## config.mk

```make
export PLATFORM = sky130hd
export DESIGN_NAME = char_feature_recognize
export DESIGN_NICKNAME = d
export VERILOG_FILES = /design/src/rtl/char_feature_recognize.sv
export SDC_FILE = /design/constraint.sdc
export NUM_CORES = 1
export LEC_CHECK = 0
export BUFFER_PORTS_ARGS = -buffer_cell sky130_fd_sc_hd__buf_2
export CORE_ASPECT_RATIO = 1.5
export CORE_UTILIZATION = 52
export DETAILED_ROUTE_END_ITERATION = 12
export PLACE_DENSITY_LB_ADDON = 0.25
export SLEW_MARGIN = 20
export SYNTH_ARGS = -nofsm -noshare
export SYNTH_HDL_FRONTEND = slang
export SYNTH_SLANG_ARGS = --single-unit
```

## constraint.sdc

```tcl
create_clock -name clk -period 4.2 [get_ports clk]
set_input_delay 0.42 -clock clk [delete_from_list [all_inputs] [get_ports clk]]
set_output_delay 0.42 -clock clk [all_outputs]
set_load 0.02 [all_outputs]
```

## src/rtl/char_feature_recognize.sv

```systemverilog
// char_feature_recognize: counts stroke crossings on four probe lines inside
// a fixed character box and decodes one digit per frame from a code table.
// Ports:
//   clk, rst_n          pixel clock, async active-low reset
//   x, y                current pixel coordinates
//   i_vs, i_de, i_data  vsync, data enable, binarized pixel ([7:0] used)
//   reco_digital        last decoded digit, 4'hF when no table entry matched
//   reco_valid          one-cycle pulse when reco_digital updates
//   reco_hit            last decode matched a table entry
//   feature_code        last latched code {V1,V2,H1,H2}
module char_feature_recognize #(
  parameter int          POST_LEFT  = 70,
  parameter int          POST_UP    = 80,
  parameter int          BOX_W      = 70,
  parameter int          BOX_H      = 110,
  parameter int          COL1       = 23,
  parameter int          COL2       = 46,
  parameter int          ROW1       = 35,
  parameter int          ROW2       = 70,
  parameter logic [7:0]  THRESH     = 8'd128,
  parameter logic [79:0] CODE_TABLE = 80'hB9FA55E6E559F5B505AA
) (
  input  logic        clk,
  input  logic        rst_n,
  input  logic [11:0] x,
  input  logic [11:0] y,
  input  logic        i_vs,
  input  logic        i_de,
  input  logic [23:0] i_data,
  output logic [3:0]  reco_digital,
  output logic        reco_valid,
  output logic        reco_hit,
  output logic [7:0]  feature_code
);

  localparam logic [11:0] X_LO = 12'(POST_LEFT);
  localparam logic [11:0] X_HI = 12'(POST_LEFT + BOX_W);
  localparam logic [11:0] Y_LO = 12'(POST_UP);
  localparam logic [11:0] Y_HI = 12'(POST_UP + BOX_H);
  localparam logic [11:0] X_C1 = 12'(POST_LEFT + COL1);
  localparam logic [11:0] X_C2 = 12'(POST_LEFT + COL2);
  localparam logic [11:0] Y_R1 = 12'(POST_UP + ROW1);
  localparam logic [11:0] Y_R2 = 12'(POST_UP + ROW2);

  typedef enum logic [1:0] {
    IDLE   = 2'd0,
    ACCUM  = 2'd1,
    DECODE = 2'd2
  } state_t;

  state_t state, state_n;

  logic       vs_d;
  logic       vs_rise;
  logic       in_box;
  logic       fg;
  logic       on_row1, on_row2;
  logic       on_col1, on_col2;
  logic       hp, vp1, vp2;
  logic       hp_eff, vp1_eff, vp2_eff;
  logic [1:0] h1, h2, v1, v2;
  logic [3:0] match_idx;
  logic       match_hit;
  logic       unused_hi;

  assign unused_hi = ^i_data[23:8];

  assign vs_rise = i_vs & ~vs_d;

  assign in_box = i_de
                & (x >= X_LO) & (x <= X_HI)
                & (y >= Y_LO) & (y <= Y_HI);
  assign fg     = in_box & (i_data[7:0] < THRESH);

  assign on_row1 = (y == Y_R1);
  assign on_row2 = (y == Y_R2);
  assign on_col1 = (x == X_C1);
  assign on_col2 = (x == X_C2);

  // Prev bits read as 0 on the cycle they are reset, so a stroke that
  // touches the box edge still counts on that first pixel.
  assign hp_eff  = (x == X_LO) ? 1'b0 : hp;
  assign vp1_eff = (y == Y_LO) ? 1'b0 : vp1;
  assign vp2_eff = (y == Y_LO) ? 1'b0 : vp2;

  function automatic logic [1:0] sat_inc(input logic [1:0] c);
    return (c == 2'd3) ? 2'd3 : c + 2'd1;
  endfunction

  always_ff @(posedge clk or negedge rst_n) begin
    if (!rst_n) begin
      vs_d  <= 1'b0;
      state <= IDLE;
    end else begin
      vs_d  <= i_vs;
      state <= state_n;
    end
  end

  always_comb begin
    state_n = state;
    unique case (state)
      IDLE:    if (vs_rise) state_n = ACCUM;
      ACCUM:   if (vs_rise) state_n = DECODE;
      DECODE:  state_n = ACCUM;
      default: state_n = IDLE;
    endcase
  end

  always_ff @(posedge clk or negedge rst_n) begin
    if (!rst_n) begin
      h1  <= '0;
      h2  <= '0;
      v1  <= '0;
      v2  <= '0;
      hp  <= 1'b0;
      vp1 <= 1'b0;
      vp2 <= 1'b0;
    end else if (state != ACCUM || vs_rise) begin
      h1  <= '0;
      h2  <= '0;
      v1  <= '0;
      v2  <= '0;
      hp  <= 1'b0;
      vp1 <= 1'b0;
      vp2 <= 1'b0;
    end else begin
      if (on_row1 && fg && !hp_eff) h1 <= sat_inc(h1);
      if (on_row2 && fg && !hp_eff) h2 <= sat_inc(h2);
      if ((on_row1 || on_row2) && in_box) hp <= fg;
      else if (x == X_LO)                 hp <= 1'b0;

      if (on_col1 && fg && !vp1_eff) v1 <= sat_inc(v1);
      if (on_col1 && in_box)         vp1 <= fg;
      else if (y == Y_LO)            vp1 <= 1'b0;

      if (on_col2 && fg && !vp2_eff) v2 <= sat_inc(v2);
      if (on_col2 && in_box)         vp2 <= fg;
      else if (y == Y_LO)            vp2 <= 1'b0;
    end
  end

  // Scan from the top entry down so the lowest matching index wins.
  always_comb begin
    match_hit = 1'b0;
    match_idx = 4'hF;
    for (int d = 9; d >= 0; d--) begin
      if (feature_code == CODE_TABLE[8*d +: 8]) begin
        match_hit = 1'b1;
        match_idx = 4'(d);
      end
    end
  end

  always_ff @(posedge clk or negedge rst_n) begin
    if (!rst_n) begin
      feature_code <= 8'h00;
      reco_digital <= 4'hF;
      reco_hit     <= 1'b0;
      reco_valid   <= 1'b0;
    end else begin
      reco_valid <= (state == DECODE);
      if (state == ACCUM && vs_rise)
        feature_code <= {v1, v2, h1, h2};
      if (state == DECODE) begin
        reco_digital <= match_idx;
        reco_hit     <= match_hit;
      end
    end
  end

endmodule

```

==> summary.txt <==
Status
  • Status: finished clean

Critical path
  • Crit path capture type: flip-flop
  • WS Path Type: primary input to flip-flop
  • Setup crit start kind: primary input
  • Worst Path Arrival: 2.26 ns
  • Worst EP required: 4.40 ns
  • Worst Path Max Fanout: 12

Drt
  • WL final: 3635 microns
  • Drt pass-1 iters: 4
  • Drt drc: 0
  • Via count: 1518
  • Top Layer Used: met4
  • M1 wire length: 1331 microns
  • Routed WL per cell: 14.66 microns
  • DR WL met2: 2082 microns
  • Via density: 6.121
  • Routed Antenna Nets: 0
  • Detail Route met3 WL: 122 microns
  • Drt initial violations: 47

Power
  • Sequential group share of total power: 0.490
  • PwrDens: 344.4 nW/um^2
  • Sw Ratio: 0.3085
  • Gate power share: 0.265
  • Static Leakage: 0.8666 nW
  • Worst VDD drop: 0.2119 mV
  • Total Power: 0.6838 mW
  • Switching power: 0.2110 mW
  • Int Pwr: 0.4729 mW
  • Clock network power share: 0.245

Finish
  • Final Non-Filler Cells: 248
  • Commonest cells after routing, fill and taps aside: buf_2, dfrtp_1, nor2_1
  • Share of cells above drive strength 1: 0.3365
  • Ant diodes: 0
  • Area of the multi-input gates: 938.4 sq um
  • Most common cell after layout, fill and taps aside: buf_2
  • Reg area: 705.7 sq um
  • Area Growth Syn to Fin: 17.29%
  • Final net count: 261
  • FILL cells: 274

GRT
  • Pin count of the biggest net entering global routing: 29
  • GRT Util Overall: 0.2283
  • Initial antenna violation count: 0
  • First-pass GRT wire length: 6272 microns
  • GR Overflow Total: 0
  • Vias in the first global route: 1510

STA
  • Fin crit period: 2.059 ns
  • Fmax: 485.7 MHz
  • Slew at the pin closest to its max-slew limit: 1.027 ns
  • Fin crit share: 0.4902
  • Final Hold Vio Count: 0
  • Slew HR: 0.3096
  • RSZ-0062 raised after global routing: false
  • Setup_tns: 0 ns
  • Final slew viol count: 0
  • Final setup fails: 0
  • Clock Skew: 0.002201 ns

Place
  • PortBufs: 42
  • Hpwl dp: 2879 microns
  • Final Wtd Congestion: 0.8609
  • DP Cell Count: 244

Floorplan
  • Core Box Area: 3128 sq um
  • Die area: 3492 sq um
  • Die X: 48.59 microns
  • Initial Utilization: 0.5412
  • Die Y: 71.88 microns
  • Row count: 25
  • I/O Pins: 66

Clocking
  • CTS tree: done
  • CTS clk-pin slew, worst paths: 0.09 ns
  • TritonCTS Buffers: 3
  • Clk_lat worst skew: 0.27 ns
  • H-Tree Level Count: 1
  • CTS Hold Bufs: 0
  • Clock sinks: 28
  • Post-CTS sizing: 0
  • Root buffer cell: clkbuf_8
  • CTS Buffer Depth: 2
  • Number of post-CTS setup repair buffers: 0

Synthesis
  • Syn_nets: 219
  • Syn avg cell area: 10.14 sq um
  • Gate Count Post-Synth: 167
  • Number of synthesized flops with an enable pin: 0
  • Yosys reg bits: 28
  • Asr flop ratio synth: 1.000
  • Yosys cell types: 53
  • Cell area after synthesis: 1693 sq um
  • Sequential share of the synthesized area: 0.4169
  • Primary FF master, synth: dfrtp_1
  • Yosys warns: 0

Run
  • Max-Cap Viols: 0

Min path
  • HP Class: primary input to asynchronous set/reset pin
-- routing by layer --
metal	GRT usage	vias up
met5	0	-
met4	0.1242	0
met3	0.01911	10
met2	0.4507	47
met1	0.2329	747
li1	-	714
-- through the flow --
stage	cell area, sq um	hold WS (ns)	util	setup WS [ns]
CTS	1986	0.1617	0.6348	2.173
global route	1986	0.1834	0.6348	1.951
finish	1986	0.1452	0.6348	2.141
floorplan	1693	0.1244	-	2.369
global placement	1931	0.4461	0.6172	1.938
detailed placement	1931	0.4615	0.6172	1.877
-- power groups by stage --
stage	Sequential (mW)	Combinational (mW)	Clock, mW
global route	0.340	0.198	0.179
floorplan	0.375	0.0836	0
detailed placement	0.342	0.183	0
CTS	0.337	0.183	0.169
global placement	0.338	0.177	0
finish	0.335	0.181	0.167
-- kinds of logic after synthesis --
| group | after synthesis | synth area share |
|---|---|---|
| AOI/OAI and AO/OA | 38 | 0.1715 |
| DFF | 28 | 0.4169 |
| xor gates and xnor gates | 1 | 0.005175 |
| and+or+nand+nor | 80 | 0.3186 |
| buffers and inverters | 11 | 0.02882 |
| muxes | 9 | 0.05913 |
-- layout make-up --
class                   instances  area share
clock buffers                   4     0.02773
inverters                       5    0.009452
multi-input cells             128      0.4726
flip-flops and latches         28      0.3554
well taps                      40     0.02520
repair buffers                 43      0.1096
-- state kept, by name (all words and copies together) (netlist names) --
| register | flops |
|---|---|
| reco_valid | 1 |
| vp1 | 1 |
| h1 | 2 |
| state | 2 |
| reco_digital | 4 |
| h2 | 2 |
| vs_d | 1 |
| reco_hit | 1 |
| v2 | 2 |
| v1 | 2 |
| vp2 | 1 |
| hp | 1 |
| feature_code | 8 |
-- final timing paths --
kind	startpoint	to	slack (ns)	cells after the start
min in group clk	i_vs	vs_d	0.26	1
max in group asynchronous	rst_n	h2[0]	3.66	1
max	y[9]	h1[0]	2.14	6
min	rst_n	state[0]	0.15	1
max reg2reg	feature_code[6]	reco_hit	2.63	5
min reg2reg	reco_digital[0]	reco_digital[0]	0.47	2
-- synth_stat cells (2+ instances only) --
cell type	count	area share
a211oi_1	3	0.013
a21oi_1	3	0.0089
a31o_1	2	0.010
a31oi_1	4	0.015
a41o_1	3	0.018
a41oi_1	4	0.021
and3_1	3	0.011
clkbuf_1	4	0.0089
dfrtp_1	24	0.35
dfstp_2	4	0.062
inv_1	5	0.011
mux2_2	7	0.047
nand2_1	11	0.024
nand2b_1	6	0.022
nand3_1	5	0.015
nand3b_1	3	0.013
nand4_1	3	0.011
nand4b_1	2	0.010
nor2_1	15	0.033
nor2b_1	9	0.033
nor3_1	4	0.012
nor3b_1	3	0.013
nor4_2	2	0.015
nor4_4	4	0.050
o21ai_0	3	0.0089
o21ai_1	4	0.012
-- critical path: stages --
cell and delay [ns]:
buf_2 0.11, nor4_4 0.38, nand4b_1 0.16, nor4_2 0.79, a31oi_1 0.20, nor3_2 0.19
Note: power is estimated with default switching activity, not from simulation.
